--- src/rtl/instr_encoder_if.sv ---
// Request/response bundle for instr_encoder: decoded fields in, encoded word plus
// instruction-memory address out, each side with its own valid/ready pair.
interface instr_encoder_if;
  logic        in_valid;
  logic        in_ready;
  logic [2:0]  immSrc;
  logic [6:0]  opcode;
  logic [4:0]  rd;
  logic [4:0]  rs1;
  logic [4:0]  rs2;
  logic [2:0]  funct3;
  logic [31:0] imm32;
  logic        out_valid;
  logic        out_ready;
  logic [31:0] out_instr;
  logic [31:0] out_addr;
  logic        out_err;
  logic [7:0]  err_count;

  modport master (
    output in_valid, immSrc, opcode, rd, rs1, rs2, funct3, imm32, out_ready,
    input  in_ready, out_valid, out_instr, out_addr, out_err, err_count
  );

  modport slave (
    input  in_valid, immSrc, opcode, rd, rs1, rs2, funct3, imm32, out_ready,
    output in_ready, out_valid, out_instr, out_addr, out_err, err_count
  );
endinterface

--- src/rtl/instr_encoder.sv ---
// Packs RV32I fields + immediate into an instruction word (inverse of immSrc extraction),
// range-checks the immediate and presents words with sequential addresses.
module instr_encoder #(
  parameter logic [31:0] BASE_ADDR = 32'h0000_0000
) (
  input  logic clk,
  input  logic reset,
  instr_encoder_if.slave bus
);
  localparam logic [31:0] NOP = 32'h0000_0013;

  typedef enum logic {EMPTY, FULL} state_t;

  state_t      state;
  logic [31:0] instr_q, addr_q, imm, enc_word;
  logic [7:0]  cnt_q;
  logic        err_q, legal, in_fire, out_fire;

  assign imm      = bus.imm32;
  // reset term keeps in_ready high while the state register is being cleared
  assign bus.in_ready = reset || (state == EMPTY) || bus.out_ready;
  assign in_fire  = bus.in_valid && bus.in_ready;
  assign out_fire = (state == FULL) && bus.out_ready;

  assign bus.out_valid = (state == FULL);
  assign bus.out_instr = instr_q;
  assign bus.out_addr  = addr_q;
  assign bus.out_err   = err_q;
  assign bus.err_count = cnt_q;

  always_comb begin
    enc_word = NOP;
    legal    = 1'b0;
    case (bus.immSrc)
      3'b000: begin
        legal    = (&imm[31:11]) || !(|imm[31:11]);
        enc_word = {imm[11:0], bus.rs1, bus.funct3, bus.rd, bus.opcode};
      end
      3'b001: begin
        legal    = (&imm[31:11]) || !(|imm[31:11]);
        enc_word = {imm[11:5], bus.rs2, bus.rs1, bus.funct3, imm[4:0], bus.opcode};
      end
      3'b010: begin
        legal    = ((&imm[31:12]) || !(|imm[31:12])) && !imm[0];
        enc_word = {imm[12], imm[10:5], bus.rs2, bus.rs1, bus.funct3,
                    imm[4:1], imm[11], bus.opcode};
      end
      3'b011: begin
        legal    = ((&imm[31:20]) || !(|imm[31:20])) && !imm[0];
        enc_word = {imm[20], imm[10:1], imm[11], imm[19:12], bus.rd, bus.opcode};
      end
      3'b100: begin
        legal    = !(|imm[11:0]);
        enc_word = {imm[31:12], bus.rd, bus.opcode};
      end
      default: begin
        legal    = 1'b0;
        enc_word = NOP;
      end
    endcase
  end

  always_ff @(posedge clk) begin
    if (reset) begin
      state   <= EMPTY;
      instr_q <= '0;
      err_q   <= 1'b0;
      addr_q  <= BASE_ADDR;
      cnt_q   <= '0;
    end else begin
      // address tracks words consumed, so a reload on the same edge sees old+4
      if (out_fire) addr_q <= addr_q + 32'd4;
      case (state)
        EMPTY: if (in_fire) state <= FULL;
        FULL:  if (out_fire && !in_fire) state <= EMPTY;
      endcase
      if (in_fire) begin
        instr_q <= legal ? enc_word : NOP;
        err_q   <= !legal;
        if (!legal && cnt_q != 8'hFF) cnt_q <= cnt_q + 8'd1;
      end
    end
  end
endmodule

--- src/flat_wrapper.sv ---
// flat-port wrapper written by rule: the top's interface ports become plain ports
module instr_encoder_flat 
#(
  parameter logic [31:0] BASE_ADDR = 32'h0000_0000
)
  (clk, reset, bus_in_valid, bus_immSrc, bus_opcode, bus_rd, bus_rs1, bus_rs2, bus_funct3, bus_imm32, bus_out_ready, bus_in_ready, bus_out_valid, bus_out_instr, bus_out_addr, bus_out_err, bus_err_count);
  instr_encoder_if bus_i ();
  input  logic clk;
  input  logic reset;
  input wire logic [$bits(bus_i.in_valid)-1:0] bus_in_valid;
  input wire logic [$bits(bus_i.immSrc)-1:0] bus_immSrc;
  input wire logic [$bits(bus_i.opcode)-1:0] bus_opcode;
  input wire logic [$bits(bus_i.rd)-1:0] bus_rd;
  input wire logic [$bits(bus_i.rs1)-1:0] bus_rs1;
  input wire logic [$bits(bus_i.rs2)-1:0] bus_rs2;
  input wire logic [$bits(bus_i.funct3)-1:0] bus_funct3;
  input wire logic [$bits(bus_i.imm32)-1:0] bus_imm32;
  input wire logic [$bits(bus_i.out_ready)-1:0] bus_out_ready;
  output wire logic [$bits(bus_i.in_ready)-1:0] bus_in_ready;
  output wire logic [$bits(bus_i.out_valid)-1:0] bus_out_valid;
  output wire logic [$bits(bus_i.out_instr)-1:0] bus_out_instr;
  output wire logic [$bits(bus_i.out_addr)-1:0] bus_out_addr;
  output wire logic [$bits(bus_i.out_err)-1:0] bus_out_err;
  output wire logic [$bits(bus_i.err_count)-1:0] bus_err_count;
  assign bus_i.in_valid = bus_in_valid;
  assign bus_i.immSrc = bus_immSrc;
  assign bus_i.opcode = bus_opcode;
  assign bus_i.rd = bus_rd;
  assign bus_i.rs1 = bus_rs1;
  assign bus_i.rs2 = bus_rs2;
  assign bus_i.funct3 = bus_funct3;
  assign bus_i.imm32 = bus_imm32;
  assign bus_i.out_ready = bus_out_ready;
  assign bus_in_ready = bus_i.in_ready;
  assign bus_out_valid = bus_i.out_valid;
  assign bus_out_instr = bus_i.out_instr;
  assign bus_out_addr = bus_i.out_addr;
  assign bus_out_err = bus_i.out_err;
  assign bus_err_count = bus_i.err_count;
  instr_encoder #(.BASE_ADDR(BASE_ADDR)) u_core (.clk(clk), .reset(reset), .bus(bus_i));
endmodule
--- config.mk ---
export PLATFORM = sky130hd
export DESIGN_NAME = instr_encoder_flat
export DESIGN_NICKNAME = d
export VERILOG_FILES = /design/src/rtl/instr_encoder_if.sv /design/src/rtl/instr_encoder.sv /design/src/flat_wrapper.sv
export SDC_FILE = /design/constraint.sdc
export NUM_CORES = 1
export LEC_CHECK = 0
export ABC_AREA = 1
export BUFFER_PORTS_ARGS = -buffer_cell sky130_fd_sc_hd__buf_2
export CORE_MARGIN = 2
export CORE_UTILIZATION = 50
export DETAILED_ROUTE_END_ITERATION = 10
export GPL_ROUTABILITY_DRIVEN = 0
export HOLD_SLACK_MARGIN = 0.1
export PLACE_DENSITY_LB_ADDON = 0.12
export SLEW_MARGIN = 20
export SYNTH_ARGS = -nofsm -noshare
export SYNTH_HDL_FRONTEND = slang
export SYNTH_SLANG_ARGS = --single-unit
--- constraint.sdc ---
create_clock -name clk -period 2.3 [get_ports clk]
set_input_delay 0.345 -clock clk [delete_from_list [all_inputs] [get_ports clk]]
set_output_delay 0.345 -clock clk [all_outputs]
set_load 0.005 [all_outputs]
==> metrics.cfg <==
[sta]
fin_ws_ns = 0.4606
min_period_over_period_pct = 79.97
fin_tns_setup_ns = 0
tightest_slew_ns = 0.5940
fmax_mhz = 543.7
post-route-min-period_ns = 1.839
rsz0062_at_grt = false
skew_ns = 0.01200
timing.slew.headroom_pct = 60.40
final-setup-viol-count = 0
slew_viol_final = 0
hold_violations = 0

[finish]
fin_util_pct = 64.31
seq_area_sq_um = 1441
drive_gt1_share_pct = 25.74
syn_to_final_growth_pct = 23.74
final_common_cell = buf_2
nets = 807
multi_input_area_sq_um = 2197
diodes = 0
final_cell_mix = buf_2, nor2_1, nand2_1
fillers = 759

[floorplanning]
dieArea_sq_um = 8852
start_util_pct = 51.97
chipWidth_um = 94.09
ioPinCount = 139
rows = 32
die_h_um = 94.09
core_area_sq_um = 7807

[power]
cellPowerDensity_nw_per_um2 = 581.3
leakage_nw = 2.526
ir_worst_vdd_v = 0.0003485

[critical_path]
cp_max_fo = 11
start_kind = flip-flop
end_kind = flip-flop
critPathRequiredTime_ns = 2.52
startpoint = u_core.bus.out_valid
reg2reg_slack_ns = 0.46
r2r-start = u_core.bus.out_valid
arrival_ns = 2.06
worstReg2RegEnd = u_core.bus.out_addr[30]
worstRegToRegCells = 9
worstSetupPathType = reg -> reg

[yosys]
netlist.area_leader.share_pct = 35.52
ys_top_cells_by_area = dfxtp_1, nor2_1, nand2_1
ys_ff_latch = 72
synth-edff-count = 0
ys_types = 40
ys_warn_count = 0
syn_inst = 610
synth_top_flop_cell = dfxtp_1
synthesis.area_sq_um = 4058
synth.avg_cell_area_sq_um = 6.652
ys_async_sr_fraction_pct = 0
yosysSeqAreaShare_pct = 35.52
synth_top_cell_by_area = dfxtp_1

[hold_path]
whs_endpoint = u_core.bus.out_instr[5]
hp-start = bus_opcode[5]
holdPathStages = 3
hold_class = in -> reg

[cts]
postCtsResizedCells = 0
clkLatencyLatePin_ns = 0.35
cts.clk_slew.worst_paths_ns = 0.08
hold_buffers = 0
root_buffer = clkbuf_8
cts_sinks = 72
h-tree-depth = 3
clk_path_buf_depth = 2
cts_setup_buffers = 0
cts_buffers = 9
cts_tree = yes

[placed_design]
place_ws_ns = 0.3872
dpl.hpwl_um = 8366
port_buffers = 136

[global_route]
first_global_vias = 4003
grt_pass1_wl_um = 18230
antenna_found_initial = 0
grt-ovfl-total = 0
grt_max_degree = 46
grt.total_usage_pct = 25.63

[detailed_routing]
via_per_inst = 5.159
drc = 0
drt_iter0_markers = 232
wl_um = 11100
ant_nets = 0
wl_per_cell_um = 13.09
firstDrtPassIters = 5
num_vias = 4375

[job]
cap_violations = 0

[outcome]
outcome = finished, final reports clean

logic make-up (layout without fill, tap and decap cells):
group | Yosys count | after routing | synth area share (%)
simple gates | 343 | 343 | 38.21
flops | 72 | 72 | 35.52
other cells | 1 | 2 | 0.09242
compound gates | 80 | 80 | 12.33
fa+ha+maj | 2 | 2 | 0.6166
xor+xnor | 13 | 13 | 2.806
buf+inv | 99 | 234 | 10.42
cell usage after synthesis, types with 6 or more instances:
| cell type | instances |
|---|---|
| nor2_1 | 124 |
| nand2_1 | 120 |
| dfxtp_1 | 72 |
| inv_1 | 70 |
| a21oi_1 | 39 |
| nand3_1 | 35 |
| nand4_1 | 21 |
| o21ai_0 | 18 |
| nor3_1 | 15 |
| xor2_1 | 10 |
| a221o_1 | 8 |
| clkbuf_1 | 8 |
| buf_2 | 6 |
| inv_2 | 6 |
| nand2_2 | 6 |
flip-flops by register name, summed over array words and instances (netlist names):
| name | count |
|---|---|
| u_core.bus.out_valid | 1 |
| u_core.bus.out_err | 1 |
| u_core.bus.out_addr | 30 |
| u_core.bus.out_instr | 32 |
| u_core.bus.err_count | 8 |
routing by layer:
layer / vias up / part of all wire, % / track usage [%]
met2: 162 / 45 / 40.77
met1: 1961 / 46 / 35.12
met5: - / 0 / 0
li1: 2225 / - / -
met3: 27 / 6.3 / 3.130
met4: 0 / 2.3 / 10.51
worst max path at each step:
stage                               end  slack (ns)  cells past startpoint
2_1_floorplan   u_core.bus.out_addr[28]        0.70                      9
3_3_place_gp    u_core.bus.out_addr[28]        0.42                      9
3_5_place_dp   u_core.bus.out_instr[15]        0.39                     11
4_1_cts         u_core.bus.out_addr[30]        0.45                      9
5_1_grt         u_core.bus.out_addr[19]        0.23                      9
6_report        u_core.bus.out_addr[30]        0.46                      9
critical path, stage by stage (launching register included):
cell and delay [ns]:
dfxtp_1 0.37, nand2_1 0.23, nor2_2 0.24, nand2_1 0.14
nor2_4 0.18, nand3_4 0.13, nor2_4 0.13, nand4_1 0.11
xor2_1 0.15, nor2_1 0.05
final cells by class:
class	instances	share of cell area [%]
multi-input cells	440	43.76
flip-flops and latches	72	28.71
repair buffers	141	14.30
inverters	77	5.806
clock buffers	11	2.816
well taps	102	2.542
clock inverters	5	2.068
per-stage QoR:
| step | cell area [sq um] | hold WS (ns) | std cells | power (mW) |
|---|---|---|---|---|
| final | 5021 | 0.2387 | 848 | 2.919 |
| after floorplan | 4061 | 0.4617 | 611 | 1.555 |
| after global placement | 4776 | 0.4553 | 832 | 1.701 |
| after CTS | 5021 | 0.2310 | 848 | 2.940 |
| after global routing | 5021 | 0.2419 | 848 | 3.028 |
| after detailed placement | 4776 | 0.4660 | 832 | 1.709 |
report_power, final:
group | switching, mW | internal [mW]
registers | 0.0246 | 1.28
logic | 0.229 | 0.147
clock network | 0.483 | 0.751
Note: power is estimated with default switching activity, not from simulation.
